### src/rtl/io_port_bridge.sv
// Bridges a 64-bit host stream to a strobe-driven CPU port through two
// independent circular FIFOs, with sticky underflow/overflow flags.
module io_port_bridge #(
   parameter int DEPTH = 8,
   parameter int CW    = $clog2(DEPTH) + 1
) (
   input  logic          clk,
   input  logic          reset,
   input  logic          host_in_valid,
   input  logic [63:0]   host_in_data,
   output logic          host_in_ready,
   input  logic          in_signal,
   output logic [63:0]   in_data,
   input  logic          out_signal,
   input  logic [63:0]   out_data,
   output logic          host_out_valid,
   output logic [63:0]   host_out_data,
   input  logic          host_out_ready,
   output logic [CW-1:0] in_count,
   output logic [CW-1:0] out_count,
   input  logic          clear_err,
   output logic          in_underflow,
   output logic          out_overflow,
   output logic          error
);

   localparam int AW = $clog2(DEPTH);

   // Handshake: a host word moves on a posedge where valid and ready are both
   // high; ready/valid never depend combinationally on the partner's signal.
   logic [63:0]   in_mem  [DEPTH];
   logic [63:0]   out_mem [DEPTH];
   logic [AW-1:0] in_wr_ptr, in_rd_ptr, out_wr_ptr, out_rd_ptr;
   logic          in_sig_q, out_sig_q;

   logic in_push, in_rd_evt, in_pop, in_unf_set;
   logic out_wr_evt, out_pop, out_store, out_ovf_set, out_full;

   always_comb begin
      host_in_ready  = (in_count != CW'(DEPTH));
      host_out_valid = (out_count != '0);
      out_full       = (out_count == CW'(DEPTH));
      in_data        = (in_count != '0) ? in_mem[in_rd_ptr] : 64'h0;
      host_out_data  = host_out_valid ? out_mem[out_rd_ptr] : 64'h0;
      error          = in_underflow | out_overflow;

      in_push     = host_in_valid & host_in_ready;
      in_rd_evt   = in_signal & ~in_sig_q;
      in_pop      = in_rd_evt & (in_count != '0);
      in_unf_set  = in_rd_evt & (in_count == '0);

      out_wr_evt  = out_signal & ~out_sig_q;
      out_pop     = host_out_valid & host_out_ready;
      // A full output FIFO still takes a write when the host frees a slot
      // on the same edge.
      out_store   = out_wr_evt & (~out_full | out_pop);
      out_ovf_set = out_wr_evt & out_full & ~out_pop;
   end

   // Edge registers track the strobes even during reset, so a strobe held
   // across reset release is not seen as a new event.
   always_ff @(posedge clk) begin
      in_sig_q  <= in_signal;
      out_sig_q <= out_signal;
   end

   always_ff @(posedge clk) begin
      if (reset) begin
         in_wr_ptr    <= '0;
         in_rd_ptr    <= '0;
         out_wr_ptr   <= '0;
         out_rd_ptr   <= '0;
         in_count     <= '0;
         out_count    <= '0;
         in_underflow <= 1'b0;
         out_overflow <= 1'b0;
      end else begin
         if (in_push)   in_wr_ptr  <= in_wr_ptr + 1'b1;
         if (in_pop)    in_rd_ptr  <= in_rd_ptr + 1'b1;
         if (out_store) out_wr_ptr <= out_wr_ptr + 1'b1;
         if (out_pop)   out_rd_ptr <= out_rd_ptr + 1'b1;
         in_count  <= in_count + CW'(in_push) - CW'(in_pop);
         out_count <= out_count + CW'(out_store) - CW'(out_pop);
         if (in_unf_set)     in_underflow <= 1'b1;
         else if (clear_err) in_underflow <= 1'b0;
         if (out_ovf_set)    out_overflow <= 1'b1;
         else if (clear_err) out_overflow <= 1'b0;
      end
   end

   // Storage has no reset; only the pointers and counts define its contents.
   always_ff @(posedge clk) begin
      if (!reset && in_push)   in_mem[in_wr_ptr]   <= host_in_data;
      if (!reset && out_store) out_mem[out_wr_ptr] <= out_data;
   end

endmodule
### config.mk
export PLATFORM = sky130hd
export DESIGN_NAME = io_port_bridge
export DESIGN_NICKNAME = d
export VERILOG_FILES = /design/src/rtl/io_port_bridge.sv
export SDC_FILE = /design/constraint.sdc
export NUM_CORES = 1
export LEC_CHECK = 0
export BUFFER_PORTS_ARGS = -buffer_cell sky130_fd_sc_hd__buf_4
export CAP_MARGIN = 20
export CORE_MARGIN = 3
export CORE_UTILIZATION = 60
export CTS_BUF_LIST = sky130_fd_sc_hd__clkbuf_16
export DETAILED_ROUTE_END_ITERATION = 8
export PLACE_DENSITY = 0.79
export SETUP_SLACK_MARGIN = 0.15
export SLEW_MARGIN = 25
export SYNTH_ARGS = -nofsm -noshare
export SYNTH_HDL_FRONTEND = slang
export SYNTH_SLANG_ARGS = --single-unit
### constraint.sdc
create_clock -name clk -period 9.6 [get_ports clk]
set_input_delay 0.96 -clock clk [delete_from_list [all_inputs] [get_ports clk]]
set_output_delay 0.96 -clock clk [all_outputs]
set_load 0.1 [all_outputs]
==> impl_metrics.env <==
export IMPL_outcome="completed"
export IMPL_peakVddDrop_mv=0.297
export IMPL_floorplan_initialDensity_pct=61.2
export IMPL_post_cts_buffers=0
export IMPL_power_sequential_fraction_pct=39.3
export IMPL_fp_dieH_um=264
export IMPL_synth_warnings=0
export IMPL_worst_setup_path_end_kind="output pin"
export IMPL_cts_reportedPaths_clkPinSlew_ns=0.06
export IMPL_pin_count=276
export IMPL_maxClockFrequency_ghz=0.223
export IMPL_maximum_clock_path_buffer_count=3
export IMPL_final_hold_violation_count=0
export IMPL_timing_final_crit_share_pct=46.6
export IMPL_synthesis_area_mm2=0.0398
export IMPL_synth_sequential_area_ratio_pct=78.7
export IMPL_total_power_uw=13400
export IMPL_detail_route_antenna_nets=0
export IMPL_cts_buffers=101
export IMPL_syn2layout_area_growth_pct=15.1
export IMPL_fillers=3675
export IMPL_fp_dieArea_mm2=0.0695
export IMPL_postSynth_topFlopCell="sky130_fd_sc_hd__edfxtp_1"
export IMPL_dpl_hpwl_mm=43.4
export IMPL_antenna_found_initial=19
export IMPL_clock_insertion_delay_worst_skew_ns=0.65
export IMPL_yosys_cell_types_count=45
export IMPL_via_count_of_the_first_global_routing_pass=19912
export IMPL_io_buffer_count=275
export IMPL_count_of_max_cap_constraint_violations=0
export IMPL_track_usage_pct=24.1
export IMPL_detailroute_via_count=18468
export IMPL_critPathArrivalTime_ns=3.52
export IMPL_p_int_uw=8310
export IMPL_synth_avg_cell_area_um2=23.9
export IMPL_synth_cells=1668
export IMPL_stdcell_area_mm2=0.0458
export IMPL_timing_max_slew_rel_slack_pct=30.8
export IMPL_synth_top_area_cell="sky130_fd_sc_hd__edfxtp_1"
export IMPL_holdBufCountCts=0
export IMPL_timing_final_max_slew_violations=0
export IMPL_core_area_mm2=0.0650
export IMPL_grt_start_max_net_pins=98
export IMPL_period_needed_ns=4.48
export IMPL_ys_seq_elements=1054
export IMPL_worst_slew_pin_transition_ns=1.04
export IMPL_p_leak_uw=0.0151
export IMPL_globalplace_congestion=0.738
export IMPL_synth_top_cells_by_area="sky130_fd_sc_hd__edfxtp_1 (77%), sky130_fd_sc_hd__mux4_2 (14%), sky130_fd_sc_hd__a22o_1 (2.8%)"
export IMPL_clock_root_buffer="sky130_fd_sc_hd__clkbuf_16"
export IMPL_routed_wire_length_per_instance_um=27.9
export IMPL_synth_edf_count=1024
export IMPL_cts_sinks=1054
export IMPL_num_rows=93
export IMPL_yosys_area_top_type_share_pct=77.2
export IMPL_clkPwrFrac_pct=27.2
export IMPL_synthArstFlopShare_pct=0
export IMPL_combPwrFrac_pct=33.5
export IMPL_grt_first_pass_wirelength_mm=125
export IMPL_tritoncts_clock_tree="built"
export IMPL_fin_nets=2141
export IMPL_drc=0
export IMPL_grt_setup_unrepaired="no"
export IMPL_wl_mm=82.1
export IMPL_layout_drive_gt1_share_pct=35.5
export IMPL_iteration_0_drc_markers=1667
export IMPL_setup_tns_ns=0
export IMPL_placedInstanceArea_mm2=0.0427
export IMPL_cts_max_level=3
export IMPL_worst_case_clock_skew_ns=0.0380
export IMPL_min_delay_start="out_signal"
export IMPL_startpoint_of_the_most_critical_register_to_register_path="out_count[2]"
export IMPL_critPathRequiredTime_ns=8.64
export IMPL_gr_total_overflow=0
export IMPL_route_detailed_vias_per_inst=6.28
export IMPL_switching_share_pct=37.9
export IMPL_critPathMaxFanout=69
export IMPL_ctsResizeCount=0
export IMPL_synthesis_nets=1820
export IMPL_hold_path_class="in2reg"
export IMPL_p_sw_uw=5080
export IMPL_critPathLaunchType="flop"
export IMPL_power_density_mw_per_mm2=292
export IMPL_setup_violations_final=0
export IMPL_number_of_optimization_iterations_in_the_first_detailed_route_pass=5
export IMPL_die_w_um=264
export IMPL_cp_class="reg2out"
Yosys cell counts (all sizes together) (4+ instances only):
| library cell | count |
|---|---|
| a21oi | 13 |
| a22o | 128 |
| and3 | 4 |
| and3b | 4 |
| buf | 76 |
| clkbuf | 12 |
| dfxtp | 30 |
| edfxtp | 1024 |
| ha | 15 |
| inv | 14 |
| mux2 | 5 |
| mux4 | 256 |
| nand2b | 7 |
| nand3 | 6 |
| nor2 | 20 |
| nor2b | 12 |
| o21ai | 5 |
metrics by stage:
step | util (%) | worst slack [ns] | hold WS [ns] | instances
finish | 70.5 | 5.12 | 0.428 | 2943
global route | 70.5 | 4.93 | 0.406 | 2935
CTS | 70.3 | 4.94 | 0.389 | 2924
detailed placement | 65.6 | 5.69 | 0.485 | 2739
global placement | 65.6 | 5.68 | 0.475 | 2739
floorplan | - | 0.598 | 0.472 | 1668
metal layers:
metal | global-route usage, % | routed length (µm)
met5 | 0 | 22
met3 | 6.19 | 6540
met2 | 40.6 | 43100
met1 | 30.7 | 30100
met4 | 8.58 | 2300
critical path, stage by stage, from the launching register on:
cell                      delay [ns]
sky130_fd_sc_hd__dfxtp_4        0.91
sky130_fd_sc_hd__buf_4          0.87
sky130_fd_sc_hd__mux4_2         0.43
sky130_fd_sc_hd__a22o_1         0.27
sky130_fd_sc_hd__buf_4          0.24
worst paths after layout:
kind	endpoint	slack (ns)	cells past startpoint
setup / recovery	host_out_data[22]	5.12	4
hold reg to reg	out_overflow	0.50	2
hold / removal	out_sig_q	0.43	1
setup reg to reg	out_mem[0][20]	6.30	6
logic make-up (layout without fill, tap and decap cells):
| group | count (synthesis) | after routing | synth area share (%) |
|---|---|---|---|
| fa+ha+maj | 17 | 17 | 0.572 |
| flops | 1054 | 1054 | 78.7 |
| simple gates | 72 | 72 | 1.05 |
| buf+inv | 102 | 505 | 1.63 |
| mux | 262 | 262 | 14.6 |
| xor+xnor | 2 | 2 | 0.0440 |
| other cells | 0 | 17 | 0 |
| compound gates | 159 | 159 | 3.34 |
registers in the layout (all words and copies together), names as in the netlist, named ones only:
signal	count
out_rd_ptr	3
in_sig_q	1
out_sig_q	1
out_mem	512
in_rd_ptr	3
in_underflow	1
in_count	4
in_mem	512
out_wr_ptr	3
out_overflow	1
in_wr_ptr	3
out_count	4
area by class of cell:
class / count / area [µm²] / share of cell area (%)
Sequential cell: 1054 / 31400 / 68.4
Multi-Input combinational cell: 512 / 7910 / 17.2
Clock buffer: 102 / 2550 / 5.57
Timing Repair Buffer: 306 / 2350 / 5.12
Tap cell: 855 / 1070 / 2.33
Clock inverter: 83 / 513 / 1.12
Inverter: 14 / 52.6 / 0.115
Antenna cell: 17 / 42.5 / 0.0928
cell usage in the layout (no fill, tap or decap), types with 3 or more instances in the layout:
cell                           n
sky130_fd_sc_hd__nand3_1       6
sky130_fd_sc_hd__a21oi_1      13
sky130_fd_sc_hd__ha_1         15
sky130_fd_sc_hd__and3_2        4
sky130_fd_sc_hd__edfxtp_1   1024
sky130_fd_sc_hd__o21ai_0       5
sky130_fd_sc_hd__nor2_4        6
sky130_fd_sc_hd__nand2b_1      7
sky130_fd_sc_hd__bufinv_16     3
sky130_fd_sc_hd__mux2_2        5
sky130_fd_sc_hd__diode_2      17
sky130_fd_sc_hd__clkinv_1     19
sky130_fd_sc_hd__and3b_2       3
sky130_fd_sc_hd__nor2b_1      12
sky130_fd_sc_hd__a22o_1      128
sky130_fd_sc_hd__inv_1        44
sky130_fd_sc_hd__inv_6         4
sky130_fd_sc_hd__nor2_1       14
sky130_fd_sc_hd__dfxtp_1      26
sky130_fd_sc_hd__clkinv_2     21
sky130_fd_sc_hd__clkbuf_16   102
sky130_fd_sc_hd__mux4_2      256
sky130_fd_sc_hd__buf_4       302
sky130_fd_sc_hd__dfxtp_4       4
power groups by stage:
stage | Sequential, µW | Combinational, µW | Clock (µW)
3_5_place_dp | 5370 | 4500 | 0
5_1_grt | 5280 | 4630 | 3880
4_1_cts | 5280 | 4520 | 3710
2_1_floorplan | 5400 | 3500 | 0
6_report | 5270 | 4490 | 3640
3_3_place_gp | 5360 | 4480 | 0
Power figures use the tool's default switching activity.
